### src/rtl/rv_pipe_pkg.sv
// Shared types for the RV32I execute stage: ALU/branch/write-back codes,
// the packed control bundle and the iterative-multiplier state encoding.
package rv_pipe_pkg;

  localparam int unsigned ALU_OP_W      = 4;
  localparam int unsigned WB_SRC_W      = 3;
  localparam int unsigned JB_W          = 4;
  localparam int unsigned CTRL_BUNDLE_W = ALU_OP_W + 1 + WB_SRC_W + JB_W + 1 + 1;

  typedef enum logic [ALU_OP_W-1:0] {
    ALU_ADD  = 4'd0,
    ALU_SUB  = 4'd1,
    ALU_AND  = 4'd2,
    ALU_OR   = 4'd3,
    ALU_XOR  = 4'd4,
    ALU_SLL  = 4'd5,
    ALU_SRL  = 4'd6,
    ALU_SRA  = 4'd7,
    ALU_SLT  = 4'd8,
    ALU_SLTU = 4'd9
  } alu_op_e;

  typedef enum logic [JB_W-1:0] {
    JB_NONE = 4'd0,
    JB_BEQ  = 4'd1,
    JB_BNE  = 4'd2,
    JB_BLT  = 4'd3,
    JB_BGE  = 4'd4,
    JB_BLTU = 4'd5,
    JB_BGEU = 4'd6,
    JB_JAL  = 4'd7,
    JB_JALR = 4'd8
  } jb_e;

  typedef enum logic [WB_SRC_W-1:0] {
    WB_ALU  = 3'b000,
    WB_LOAD = 3'b001,
    WB_PC4  = 3'b010,
    WB_IMM  = 3'b011,
    WB_JUMP = 3'b100
  } wb_src_e;

  // Bit layout, MSB first: {alu_op[3:0], op_src_imm, wb_src[2:0], jb[3:0], mem_we, is_mul}
  typedef struct packed {
    logic [ALU_OP_W-1:0] alu_op;
    logic                op_src_imm;
    logic [WB_SRC_W-1:0] wb_src;
    logic [JB_W-1:0]     jb;
    logic                mem_we;
    logic                is_mul;
  } ctrl_t;

  typedef enum logic [1:0] {
    MUL_IDLE = 2'd0,
    MUL_BUSY = 2'd1,
    MUL_DONE = 2'd2
  } mul_state_e;

endpackage

### src/rtl/rv_pipe_exec_stage_if.sv
// Decode-side and memory-side handshake/bus of the execute stage.
// slave: the execute stage view; master: the surrounding pipeline view.
interface rv_pipe_exec_stage_if #(
  parameter int unsigned WIDTH      = 32,
  parameter int unsigned REG_ADDR_W = 5,
  parameter int unsigned CTRL_W     = rv_pipe_pkg::CTRL_BUNDLE_W
);
  // decode -> execute
  logic                  i_valid;
  logic                  o_ready;
  logic [CTRL_W-1:0]     i_ctrl;
  logic [WIDTH-1:0]      i_pc;
  logic [WIDTH-1:0]      i_imm;
  logic [REG_ADDR_W-1:0] i_rs1;
  logic [REG_ADDR_W-1:0] i_rs2;
  logic [REG_ADDR_W-1:0] i_rd;
  logic [WIDTH-1:0]      i_rs1_data;
  logic [WIDTH-1:0]      i_rs2_data;
  // execute -> memory
  logic                  o_valid;
  logic                  i_ready;
  logic [WIDTH-1:0]      o_result;
  logic [WIDTH-1:0]      o_store_data;
  logic [REG_ADDR_W-1:0] o_rd;
  logic [2:0]            o_wb_src;
  logic                  o_mem_we;
  logic                  o_illegal;

  modport slave (
    input  i_valid, i_ctrl, i_pc, i_imm, i_rs1, i_rs2, i_rd, i_rs1_data, i_rs2_data, i_ready,
    output o_ready, o_valid, o_result, o_store_data, o_rd, o_wb_src, o_mem_we, o_illegal
  );

  modport master (
    output i_valid, i_ctrl, i_pc, i_imm, i_rs1, i_rs2, i_rd, i_rs1_data, i_rs2_data, i_ready,
    input  o_ready, o_valid, o_result, o_store_data, o_rd, o_wb_src, o_mem_we, o_illegal
  );
endinterface

### src/rtl/rv_iter_mul.sv
// Iterative shift-add multiplier: one partial product per cycle, low WIDTH
// bits of the product. IDLE -> BUSY (WIDTH cycles) -> DONE -> IDLE on ack.
module rv_iter_mul
  import rv_pipe_pkg::*;
#(
  parameter int unsigned WIDTH = 32
) (
  input  logic             i_clk,
  input  logic             i_rstn,
  input  logic             i_start,
  input  logic             i_abort,
  input  logic             i_ack,
  input  logic [WIDTH-1:0] i_a,
  input  logic [WIDTH-1:0] i_b,
  output logic             o_busy,
  output logic             o_done,
  output logic [WIDTH-1:0] o_product
);

  localparam int unsigned CNT_W = $clog2(WIDTH);

  mul_state_e       r_state;
  logic [CNT_W-1:0] r_cnt;
  logic [WIDTH-1:0] r_a;
  logic [WIDTH-1:0] r_b;
  logic [WIDTH-1:0] r_acc;

  // Multiplier sequencer and datapath; abort returns to IDLE immediately
  always_ff @(posedge i_clk or negedge i_rstn) begin
    if (!i_rstn) begin
      r_state <= MUL_IDLE;
      r_cnt   <= '0;
      r_a     <= '0;
      r_b     <= '0;
      r_acc   <= '0;
    end else if (i_abort) begin
      r_state <= MUL_IDLE;
    end else begin
      case (r_state)
        MUL_IDLE: begin
          if (i_start) begin
            r_a     <= i_a;
            r_b     <= i_b;
            r_acc   <= '0;
            r_cnt   <= '0;
            r_state <= MUL_BUSY;
          end
        end
        MUL_BUSY: begin
          if (r_b[0]) r_acc <= r_acc + r_a;
          r_a   <= r_a << 1;
          r_b   <= r_b >> 1;
          r_cnt <= r_cnt + CNT_W'(1);
          if (r_cnt == CNT_W'(WIDTH - 1)) r_state <= MUL_DONE;
        end
        MUL_DONE: begin
          if (i_ack) r_state <= MUL_IDLE;
        end
        default: r_state <= MUL_IDLE;
      endcase
    end
  end

  assign o_busy    = (r_state == MUL_BUSY);
  assign o_done    = (r_state == MUL_DONE);
  assign o_product = r_acc;

endmodule

### src/rtl/rv_pipe_exec_stage.sv
// RV32I execute stage: ID/EX register, MEM/WB operand forwarding, ALU,
// branch resolution and redirect, EX/MEM register with valid/ready handshakes.
// Build option: define RV_EXEC_MUL_EN to execute is_mul ops on rv_iter_mul;
// otherwise is_mul ops retire in one cycle as illegal with no register write.
module rv_pipe_exec_stage
  import rv_pipe_pkg::*;
#(
  parameter int unsigned WIDTH      = 32,
  parameter int unsigned REG_ADDR_W = 5,
  parameter int unsigned CTRL_W     = CTRL_BUNDLE_W
) (
  input  logic                  i_clk,
  input  logic                  i_rstn,
  input  logic                  i_flush,
  input  logic                  i_mem_fwd_en,
  input  logic [REG_ADDR_W-1:0] i_mem_rd,
  input  logic [WIDTH-1:0]      i_mem_data,
  input  logic                  i_wb_fwd_en,
  input  logic [REG_ADDR_W-1:0] i_wb_rd,
  input  logic [WIDTH-1:0]      i_wb_data,
  output logic                  o_redirect,
  output logic [WIDTH-1:0]      o_redirect_pc,
  rv_pipe_exec_stage_if.slave   io_bus
);

  localparam int unsigned SHAMT_W = $clog2(WIDTH);

  // ID/EX register
  logic                  r_ex_valid;
  ctrl_t                 r_ex_ctrl;
  logic [WIDTH-1:0]      r_ex_pc;
  logic [WIDTH-1:0]      r_ex_imm;
  logic [REG_ADDR_W-1:0] r_ex_rs1;
  logic [REG_ADDR_W-1:0] r_ex_rs2;
  logic [REG_ADDR_W-1:0] r_ex_rd;
  logic [WIDTH-1:0]      r_ex_rs1_data;
  logic [WIDTH-1:0]      r_ex_rs2_data;

  // EX/MEM register
  logic                  r_mem_valid;
  logic [WIDTH-1:0]      r_mem_result;
  logic [WIDTH-1:0]      r_mem_store_data;
  logic [REG_ADDR_W-1:0] r_mem_rd;
  logic [2:0]            r_mem_wb_src;
  logic                  r_mem_we;
  logic                  r_mem_illegal;

  ctrl_t                 w_in_ctrl;
  logic [WIDTH-1:0]      w_rs1_fwd;
  logic [WIDTH-1:0]      w_rs2_fwd;
  logic [WIDTH-1:0]      w_op_a;
  logic [WIDTH-1:0]      w_op_b;
  logic [SHAMT_W-1:0]    w_shamt;
  logic [WIDTH-1:0]      w_alu_res;
  logic                  w_alu_bad;
  logic                  w_taken;
  logic                  w_jb_bad;
  logic [WIDTH-1:0]      w_br_target;
  logic [WIDTH-1:0]      w_jalr_target;
  logic [WIDTH-1:0]      w_target;
  logic [WIDTH-1:0]      w_result;
  logic                  w_illegal;
  logic [REG_ADDR_W-1:0] w_rd;
  logic                  w_mem_we;
  logic                  w_mul_wait;
  logic                  w_advance;
  logic                  w_redirect;
  logic                  w_ready;
  logic                  w_accept;

  assign w_in_ctrl = ctrl_t'(io_bus.i_ctrl);

  // Operand forwarding: MEM beats WB beats register file, x0 never forwarded
  always_comb begin
    w_rs1_fwd = r_ex_rs1_data;
    if (i_mem_fwd_en && (i_mem_rd == r_ex_rs1) && (r_ex_rs1 != '0))
      w_rs1_fwd = i_mem_data;
    else if (i_wb_fwd_en && (i_wb_rd == r_ex_rs1) && (r_ex_rs1 != '0))
      w_rs1_fwd = i_wb_data;

    w_rs2_fwd = r_ex_rs2_data;
    if (i_mem_fwd_en && (i_mem_rd == r_ex_rs2) && (r_ex_rs2 != '0))
      w_rs2_fwd = i_mem_data;
    else if (i_wb_fwd_en && (i_wb_rd == r_ex_rs2) && (r_ex_rs2 != '0))
      w_rs2_fwd = i_wb_data;
  end

  assign w_op_a  = w_rs1_fwd;
  assign w_op_b  = r_ex_ctrl.op_src_imm ? r_ex_imm : w_rs2_fwd;
  assign w_shamt = w_op_b[SHAMT_W-1:0];

  // ALU; unknown op codes produce 0 and flag illegal
  always_comb begin
    w_alu_res = '0;
    w_alu_bad = 1'b0;
    case (r_ex_ctrl.alu_op)
      ALU_ADD:  w_alu_res = w_op_a + w_op_b;
      ALU_SUB:  w_alu_res = w_op_a - w_op_b;
      ALU_AND:  w_alu_res = w_op_a & w_op_b;
      ALU_OR:   w_alu_res = w_op_a | w_op_b;
      ALU_XOR:  w_alu_res = w_op_a ^ w_op_b;
      ALU_SLL:  w_alu_res = w_op_a << w_shamt;
      ALU_SRL:  w_alu_res = w_op_a >> w_shamt;
      ALU_SRA:  w_alu_res = $unsigned($signed(w_op_a) >>> w_shamt);
      ALU_SLT:  w_alu_res = {{(WIDTH-1){1'b0}}, ($signed(w_op_a) < $signed(w_op_b))};
      ALU_SLTU: w_alu_res = {{(WIDTH-1){1'b0}}, (w_op_a < w_op_b)};
      default:  w_alu_bad = 1'b1;
    endcase
  end

  // Branch/jump resolution on forwarded register operands
  always_comb begin
    w_taken  = 1'b0;
    w_jb_bad = 1'b0;
    case (r_ex_ctrl.jb)
      JB_NONE: w_taken = 1'b0;
      JB_BEQ:  w_taken = (w_rs1_fwd == w_rs2_fwd);
      JB_BNE:  w_taken = (w_rs1_fwd != w_rs2_fwd);
      JB_BLT:  w_taken = ($signed(w_rs1_fwd) <  $signed(w_rs2_fwd));
      JB_BGE:  w_taken = ($signed(w_rs1_fwd) >= $signed(w_rs2_fwd));
      JB_BLTU: w_taken = (w_rs1_fwd <  w_rs2_fwd);
      JB_BGEU: w_taken = (w_rs1_fwd >= w_rs2_fwd);
      JB_JAL:  w_taken = 1'b1;
      JB_JALR: w_taken = 1'b1;
      default: w_jb_bad = 1'b1;
    endcase
  end

  assign w_br_target   = r_ex_pc + r_ex_imm;
  assign w_jalr_target = (w_rs1_fwd + r_ex_imm) & ~WIDTH'(1);
  assign w_target      = (r_ex_ctrl.jb == JB_JALR) ? w_jalr_target : w_br_target;

`ifdef RV_EXEC_MUL_EN
  logic             w_mul_start;
  logic             w_mul_busy;
  logic             w_mul_done;
  logic [WIDTH-1:0] w_mul_product;

  assign w_mul_start = r_ex_valid & r_ex_ctrl.is_mul & ~w_mul_busy & ~w_mul_done & ~i_flush;
  assign w_mul_wait  = r_ex_valid & r_ex_ctrl.is_mul & ~w_mul_done;

  rv_iter_mul #(.WIDTH(WIDTH)) u_mul (
    .i_clk     (i_clk),
    .i_rstn    (i_rstn),
    .i_start   (w_mul_start),
    .i_abort   (i_flush),
    .i_ack     (w_advance),
    .i_a       (w_rs1_fwd),
    .i_b       (w_rs2_fwd),
    .o_busy    (w_mul_busy),
    .o_done    (w_mul_done),
    .o_product (w_mul_product)
  );
`else
  assign w_mul_wait = 1'b0;
`endif

  // Result select and write-back qualification
  always_comb begin
    w_illegal = w_alu_bad | w_jb_bad;
    w_rd      = r_ex_rd;
    w_mem_we  = r_ex_ctrl.mem_we;
    case (r_ex_ctrl.wb_src)
      WB_ALU, WB_LOAD: w_result = w_alu_res;
      WB_PC4:          w_result = r_ex_pc + WIDTH'(4);
      WB_IMM:          w_result = r_ex_imm;
      WB_JUMP:         w_result = w_target;
      default:         w_result = '0;
    endcase
    if (r_ex_ctrl.is_mul) begin
`ifdef RV_EXEC_MUL_EN
      w_result  = w_mul_product;
      w_illegal = 1'b0;
`else
      w_result  = '0;
      w_illegal = 1'b1;
      w_rd      = '0;
      w_mem_we  = 1'b0;
`endif
    end
  end

  // Handshake, advance and redirect control
  assign w_advance  = r_ex_valid & (~r_mem_valid | io_bus.i_ready) & ~w_mul_wait;
  assign w_redirect = w_advance & w_taken & ~i_flush;
  assign w_ready    = (~r_ex_valid | w_advance) & ~w_redirect;
  assign w_accept   = io_bus.i_valid & w_ready;

  // ID/EX register: flush beats accept
  always_ff @(posedge i_clk or negedge i_rstn) begin
    if (!i_rstn) begin
      r_ex_valid    <= 1'b0;
      r_ex_ctrl     <= ctrl_t'('0);
      r_ex_pc       <= '0;
      r_ex_imm      <= '0;
      r_ex_rs1      <= '0;
      r_ex_rs2      <= '0;
      r_ex_rd       <= '0;
      r_ex_rs1_data <= '0;
      r_ex_rs2_data <= '0;
    end else if (i_flush) begin
      r_ex_valid <= 1'b0;
    end else if (w_accept) begin
      r_ex_valid    <= 1'b1;
      r_ex_ctrl     <= w_in_ctrl;
      r_ex_pc       <= io_bus.i_pc;
      r_ex_imm      <= io_bus.i_imm;
      r_ex_rs1      <= io_bus.i_rs1;
      r_ex_rs2      <= io_bus.i_rs2;
      r_ex_rd       <= io_bus.i_rd;
      r_ex_rs1_data <= io_bus.i_rs1_data;
      r_ex_rs2_data <= io_bus.i_rs2_data;
    end else if (w_advance) begin
      r_ex_valid <= 1'b0;
    end
  end

  // EX/MEM register: holds under downstream stall
  always_ff @(posedge i_clk or negedge i_rstn) begin
    if (!i_rstn) begin
      r_mem_valid      <= 1'b0;
      r_mem_result     <= '0;
      r_mem_store_data <= '0;
      r_mem_rd         <= '0;
      r_mem_wb_src     <= '0;
      r_mem_we         <= 1'b0;
      r_mem_illegal    <= 1'b0;
    end else if (i_flush) begin
      r_mem_valid <= 1'b0;
    end else if (w_advance) begin
      r_mem_valid      <= 1'b1;
      r_mem_result     <= w_result;
      r_mem_store_data <= w_rs2_fwd;
      r_mem_rd         <= w_rd;
      r_mem_wb_src     <= r_ex_ctrl.wb_src;
      r_mem_we         <= w_mem_we;
      r_mem_illegal    <= w_illegal;
    end else if (io_bus.i_ready) begin
      r_mem_valid <= 1'b0;
    end
  end

  assign io_bus.o_ready      = w_ready;
  assign io_bus.o_valid      = r_mem_valid;
  assign io_bus.o_result     = r_mem_result;
  assign io_bus.o_store_data = r_mem_store_data;
  assign io_bus.o_rd         = r_mem_rd;
  assign io_bus.o_wb_src     = r_mem_wb_src;
  assign io_bus.o_mem_we     = r_mem_we;
  assign io_bus.o_illegal    = r_mem_valid & r_mem_illegal;
  assign o_redirect          = w_redirect;
  assign o_redirect_pc       = w_target;

endmodule

### src/flat_wrapper.sv
// flat-port wrapper written by rule: the top's interface ports become plain ports
module rv_pipe_exec_stage_flat import rv_pipe_pkg::*;
#(
  parameter int unsigned WIDTH      = 32,
  parameter int unsigned REG_ADDR_W = 5,
  parameter int unsigned CTRL_W     = CTRL_BUNDLE_W
)
  (i_clk, i_rstn, i_flush, i_mem_fwd_en, i_mem_rd, i_mem_data, i_wb_fwd_en, i_wb_rd, i_wb_data, o_redirect, o_redirect_pc, io_bus_i_valid, io_bus_i_ctrl, io_bus_i_pc, io_bus_i_imm, io_bus_i_rs1, io_bus_i_rs2, io_bus_i_rd, io_bus_i_rs1_data, io_bus_i_rs2_data, io_bus_i_ready, io_bus_o_ready, io_bus_o_valid, io_bus_o_result, io_bus_o_store_data, io_bus_o_rd, io_bus_o_wb_src, io_bus_o_mem_we, io_bus_o_illegal);
  rv_pipe_exec_stage_if #(.WIDTH(WIDTH), .REG_ADDR_W(REG_ADDR_W), .CTRL_W(CTRL_W)) io_bus_i ();
  input  logic i_clk;
  input  logic i_rstn;
  input  logic i_flush;
  input  logic i_mem_fwd_en;
  input  logic [REG_ADDR_W-1:0] i_mem_rd;
  input  logic [WIDTH-1:0] i_mem_data;
  input  logic i_wb_fwd_en;
  input  logic [REG_ADDR_W-1:0] i_wb_rd;
  input  logic [WIDTH-1:0] i_wb_data;
  output logic o_redirect;
  output logic [WIDTH-1:0] o_redirect_pc;
  input wire logic [$bits(io_bus_i.i_valid)-1:0] io_bus_i_valid;
  input wire logic [$bits(io_bus_i.i_ctrl)-1:0] io_bus_i_ctrl;
  input wire logic [$bits(io_bus_i.i_pc)-1:0] io_bus_i_pc;
  input wire logic [$bits(io_bus_i.i_imm)-1:0] io_bus_i_imm;
  input wire logic [$bits(io_bus_i.i_rs1)-1:0] io_bus_i_rs1;
  input wire logic [$bits(io_bus_i.i_rs2)-1:0] io_bus_i_rs2;
  input wire logic [$bits(io_bus_i.i_rd)-1:0] io_bus_i_rd;
  input wire logic [$bits(io_bus_i.i_rs1_data)-1:0] io_bus_i_rs1_data;
  input wire logic [$bits(io_bus_i.i_rs2_data)-1:0] io_bus_i_rs2_data;
  input wire logic [$bits(io_bus_i.i_ready)-1:0] io_bus_i_ready;
  output wire logic [$bits(io_bus_i.o_ready)-1:0] io_bus_o_ready;
  output wire logic [$bits(io_bus_i.o_valid)-1:0] io_bus_o_valid;
  output wire logic [$bits(io_bus_i.o_result)-1:0] io_bus_o_result;
  output wire logic [$bits(io_bus_i.o_store_data)-1:0] io_bus_o_store_data;
  output wire logic [$bits(io_bus_i.o_rd)-1:0] io_bus_o_rd;
  output wire logic [$bits(io_bus_i.o_wb_src)-1:0] io_bus_o_wb_src;
  output wire logic [$bits(io_bus_i.o_mem_we)-1:0] io_bus_o_mem_we;
  output wire logic [$bits(io_bus_i.o_illegal)-1:0] io_bus_o_illegal;
  assign io_bus_i.i_valid = io_bus_i_valid;
  assign io_bus_i.i_ctrl = io_bus_i_ctrl;
  assign io_bus_i.i_pc = io_bus_i_pc;
  assign io_bus_i.i_imm = io_bus_i_imm;
  assign io_bus_i.i_rs1 = io_bus_i_rs1;
  assign io_bus_i.i_rs2 = io_bus_i_rs2;
  assign io_bus_i.i_rd = io_bus_i_rd;
  assign io_bus_i.i_rs1_data = io_bus_i_rs1_data;
  assign io_bus_i.i_rs2_data = io_bus_i_rs2_data;
  assign io_bus_i.i_ready = io_bus_i_ready;
  assign io_bus_o_ready = io_bus_i.o_ready;
  assign io_bus_o_valid = io_bus_i.o_valid;
  assign io_bus_o_result = io_bus_i.o_result;
  assign io_bus_o_store_data = io_bus_i.o_store_data;
  assign io_bus_o_rd = io_bus_i.o_rd;
  assign io_bus_o_wb_src = io_bus_i.o_wb_src;
  assign io_bus_o_mem_we = io_bus_i.o_mem_we;
  assign io_bus_o_illegal = io_bus_i.o_illegal;
  rv_pipe_exec_stage #(.WIDTH(WIDTH), .REG_ADDR_W(REG_ADDR_W), .CTRL_W(CTRL_W)) u_core (.i_clk(i_clk), .i_rstn(i_rstn), .i_flush(i_flush), .i_mem_fwd_en(i_mem_fwd_en), .i_mem_rd(i_mem_rd), .i_mem_data(i_mem_data), .i_wb_fwd_en(i_wb_fwd_en), .i_wb_rd(i_wb_rd), .i_wb_data(i_wb_data), .o_redirect(o_redirect), .o_redirect_pc(o_redirect_pc), .io_bus(io_bus_i));
endmodule
### config.mk
export PLATFORM = sky130hd
export DESIGN_NAME = rv_pipe_exec_stage_flat
export DESIGN_NICKNAME = d
export VERILOG_FILES = /design/src/rtl/rv_pipe_pkg.sv /design/src/rtl/rv_pipe_exec_stage_if.sv /design/src/rtl/rv_iter_mul.sv /design/src/rtl/rv_pipe_exec_stage.sv /design/src/flat_wrapper.sv
export SDC_FILE = /design/constraint.sdc
export NUM_CORES = 1
export LEC_CHECK = 0
export CORE_MARGIN = 1.5
export CORE_UTILIZATION = 40
export CTS_BUF_LIST = sky130_fd_sc_hd__clkbuf_4 sky130_fd_sc_hd__clkbuf_8
export DETAILED_ROUTE_END_ITERATION = 12
export GPL_TIMING_DRIVEN = 1
export SYNTH_ARGS = -nofsm -noshare
export SYNTH_HDL_FRONTEND = slang
export SYNTH_SLANG_ARGS = --single-unit
### constraint.sdc
create_clock -name i_clk -period 10.1 [get_ports i_clk]
set_input_delay 2.02 -clock i_clk [delete_from_list [all_inputs] [get_ports i_clk]]
set_output_delay 2.02 -clock i_clk [all_outputs]
set_load 0.05 [all_outputs]
==> run_results.csv, run 1 <==
group,metric,value,unit
placement,port_buffers,346,
global_route,grtUsageTotal,37.8,%
sta,slew_viol_final,0,
logic_synthesis,ys_seq_area_share,22.3,%
routing,final_antenna_net_count,0,
logic_synthesis,synth_top_area_share,22.3,%
placement,placed_cell_area,0.0307,mm^2
sta,min_period_over_period,94.4,%
floorplanning,core-area,0.0645,mm^2
clock_network,cts_tree,"done",
sta,tns,0,ps
critical_path,crit_slowest_cell,"nor2_1",
routing,drc,0,
logic_synthesis,synth_top_cells_by_area,"dfrtp_1, ha_1, mux2_4, o21ai_0, nand2_1",
floorplanning,initial_core_util,40.5,%
critical_path,reg2reg_depth,21,
critical_path,critPathMaxStageDelay,470,ps
logic_synthesis,synth_area,0.0261,mm^2
critical_path,cp_max_fo,27,
power_and_ir_drop,ir_drop,0.146,mV
floorplanning,die_w,258,um
floorplanning,dieHeight,258,um
critical_path,crit_required,8080,ps
logic_synthesis,synth_cells,3266,
sta,rsz0062_at_grt,"no",
layout,nets,3976,
clock_network,cts_sinks,233,
layout,fin_cells,4433,
critical_path,cp-start-kind,"input pin",
clock_network,clockBufferDepth,3,
clock_network,root_buffer,"clkbuf_8",
routing,wl,130,mm
layout,area_delta_synth_final,21.5,%
logic_synthesis,synthFlopType,"dfrtp_1",
clock_network,cts_buffers,45,
clock_network,post_cts_buffers,0,
layout,post-route-cell-area,0.0317,mm^2
sta,tightest_slew,1260,ps
logic_synthesis,synth_cell_types,93,
logic_synthesis,synth_edf_count,0,
worst_hold_path,whs_path_depth,2,
global_route,grt_pass1_vias,27400,
logic_synthesis,synth_top_cell_by_area,"dfrtp_1",
logic_synthesis,synth_async_sr_flop_share,100,%
floorplanning,dieArea,0.0668,mm^2
power_and_ir_drop,p_per_area,269,mW/mm^2
logic_synthesis,yosys_warnings,0,
routing,via_count,28900,
critical_path,path_cells,"clkdlybuf4s50_1 > xnor2_1 > o211ai_4 > nor2_1 > a21oi_1 > a21oi_1 > buf_4 > inv_1 > fa_1 > nor2b_1 > o21a_1 > o21ai_0 > a211oi_1 > o31ai_1 > nand2b_1 > a2111oi_0 > buf_4 > o41ai_1 > xor2_1 > nand2_1 > o21ai_0 > buf_12",
critical_path,path_class,"input pin to primary output",
clock_network,clk_pin_slew_worst_paths,50,ps
critical_path,cp_data_arrival_time,7520,ps
routing,drt-vias-per-instance,6.51,
logic_synthesis,syn_nets,3702,
floorplanning,io_pins,347,
floorplanning,rows,93,
worst_hold_path,hp-class,"register to register",
global_route,antenna_found_initial,7,
job,max-cap-violations,0,
layout,fillers,6324,
sta,max_freq,0.105,GHz
clock_network,postCtsHoldBufs,0,
clock_network,htreeDepth,2,
global_route,grt_pass1_wl,188,mm
global_route,grt_overflow,0,
placement,place.gp.congestion,1.06,
sta,hold_viol,0,
sta,setup_viol_count_final,0,
layout,seq_area,0.00583,mm^2
outcome,outcome,"complete, no violations",
clock_network,cts-resized-gates,0,
routing,drt_iter0_markers,3875,
power_and_ir_drop,leakage,13.3,nW
layout,multi_input_area,0.0188,mm^2
global_route,grt_max_degree,125,
clock_network,clkLatencyLatePin,680,ps
logic_synthesis,synth_seq_cells,233,
routing,dr.pass1.iters,7,
critical_path,crit_path_end_kind,"primary output",
sta,final.setup_skew,82.7,ps
layout,layout-drive-gt1-share,12.5,%
sta,slew_headroom,13.6,%
placement,hpwl,100,mm
logic_synthesis,syn_avg_cell_area,7.99,um^2
placement,placed_cells,4348,
sta,finalCriticalPeriod,9540,ps
routing,wire_per_inst,29.2,um
-- critical path: cells and delay by family --
family,cells,cell delay (ps)
xor+xnor,2,550
compound gates,10,2310
buf+inv,5,1270
simple gates,4,940
fa+ha+maj,1,440
-- state kept, by name (all words and copies together), names as in the netlist --
signal / count
u_core.io_bus.o_mem_we: 1
u_core.io_bus.o_rd: 5
u_core.io_bus.o_result: 32
u_core.io_bus.o_store_data: 32
u_core.io_bus.o_valid: 1
u_core.io_bus.o_wb_src: 3
u_core.r_ex_ctrl: 14
u_core.r_ex_imm: 32
u_core.r_ex_pc: 32
u_core.r_ex_rd: 5
u_core.r_ex_rs1: 5
u_core.r_ex_rs1_data: 32
u_core.r_ex_rs2: 5
u_core.r_ex_rs2_data: 32
u_core.r_ex_valid: 1
u_core.r_mem_illegal: 1
-- final cells by class --
class | instances | area share, %
antenna | 7 | 0.0552
clock buffer | 67 | 2.65
clock inverter | 11 | 0.383
inverter | 147 | 1.74
multi-input combinational | 2673 | 59.4
sequential | 233 | 18.4
tap | 855 | 3.37
timing repair buffer | 440 | 14.0
-- per-layer routing --
metal	track usage [%]	wire [um]
met2	58.9	57000
met5	0	13
met4	20.2	8470
met1	47.4	49900
met3	10.3	14200
-- report_power, final --
part | switching, mW | leakage, nW | internal (mW) | total [mW]
registers | 0.291 | 2.83 | 1.13 | 1.42
logic | 3.91 | 9.98 | 2.14 | 6.06
clock network | 0.469 | 0.499 | 0.584 | 1.05
total | 4.67 | 13.3 | 3.85 | 8.53
-- path summary, 6_finish.rpt --
| check | endpoint | slack (ps) | start |
|---|---|---|---|
| max in group asynchronous | u_core.r_ex_pc[17]$_DFFE_PN0P_ | 7310 | i_rstn |
| worst min-delay path | u_core.io_bus.o_store_data[0]$_DFFE_PN0P_ | 480 | u_core.io_bus.o_store_data[0]$_DFFE_PN0P_ |
| worst min register to register | u_core.io_bus.o_store_data[0]$_DFFE_PN0P_ | 480 | u_core.io_bus.o_store_data[0]$_DFFE_PN0P_ |
| min in group asynchronous | u_core.r_ex_rs2_data[24]$_DFFE_PN0P_ | 1500 | i_rstn |
| worst max register to register | u_core.io_bus.o_result[29]$_DFFE_PN0P_ | 3090 | u_core.r_ex_rs2[2]$_DFFE_PN0P_ |
| worst max-delay path | o_redirect_pc[30] | 560 | i_wb_rd[1] |
-- cells in the final DEF (no fill, tap or decap), types with 19 or more instances in the layout --
master	count
nand2_1	347
o21ai_0	337
clkdlybuf4s50_1	315
nor2_1	233
dfrtp_1	231
a21oi_1	214
ha_1	194
inv_1	142
mux2_4	129
nor3_1	107
nand3_1	102
buf_4	96
mux2i_1	82
xnor2_1	70
a31oi_1	68
clkbuf_8	54
a21o_1	50
o211ai_1	50
nand4_1	38
xor2_1	37
mux2_2	37
a211oi_1	35
a221oi_1	31
o31ai_1	29
buf_12	28
o21bai_1	27
nor2b_1	26
a22oi_1	24
nand2b_1	22
a221o_1	22
o21a_1	20
and3_1	20
o22ai_1	19
-- synth_stat cells, types with 19 or more instances --
cell type  instances
a211oi_1          35
a21o_1            50
a21oi_1          215
a221o_1           22
a221oi_1          31
a22oi_1           24
a31oi_1           68
and3_1            20
buf_1             26
clkbuf_1         155
dfrtp_1          233
ha_1             194
inv_1            143
mux2_2            37
mux2_4           129
mux2i_1           83
nand2_1          347
nand2b_1          22
nand3_1          103
nand4_1           38
nor2_1           236
nor2b_1           27
nor3_1           111
o211ai_1          50
o21a_1            20
o21ai_0          337
o21bai_1          27
o22ai_1           19
o31ai_1           29
xnor2_1           70
xor2_1            37
-- through the flow --
step | util [%] | hold slack, ps | total power [mW] | worst slack [ps]
6_report | 49.2 | 476 | 8.53 | 564
5_1_grt | 49.2 | 503 | 8.88 | 205
4_1_cts | 49.2 | 479 | 8.33 | 716
3_5_place_dp | 47.7 | 460 | 7.23 | 754
3_3_place_gp | 47.7 | 453 | 7.25 | 769
2_1_floorplan | - | 442 | 4.99 | 1060
-- cells by family (layout without fill, tap and decap cells) --
kind of cell / Yosys count / in the layout / share of synthesized area [%]
XOR/XNOR: 107 / 107 / 3.59
AO/OA/AOI/OAI: 1099 / 1099 / 27.3
AND/OR/NAND/NOR: 1005 / 1005 / 17.8
buffers and inverters: 360 / 665 / 5.89
flip-flops: 233 / 233 / 22.3
other: 0 / 7 / 0
adder cells (fa/ha/maj): 198 / 198 / 9.60
multiplexers: 264 / 264 / 13.5
No activity file was read; power rests on OpenSTA's default activity.
==> run 2: changes to the inputs <==
--- a/config.mk
+++ b/config.mk
@@ -5,6 +5,7 @@
 export SDC_FILE = /design/constraint.sdc
 export NUM_CORES = 1
 export LEC_CHECK = 0
+export CAP_MARGIN = 0
 export CORE_MARGIN = 1.5
 export CORE_UTILIZATION = 40
 export CTS_BUF_LIST = sky130_fd_sc_hd__clkbuf_4 sky130_fd_sc_hd__clkbuf_8
==> results of run 2 <==
No change in the layout: final DEF, timing and power equal those of run 1.
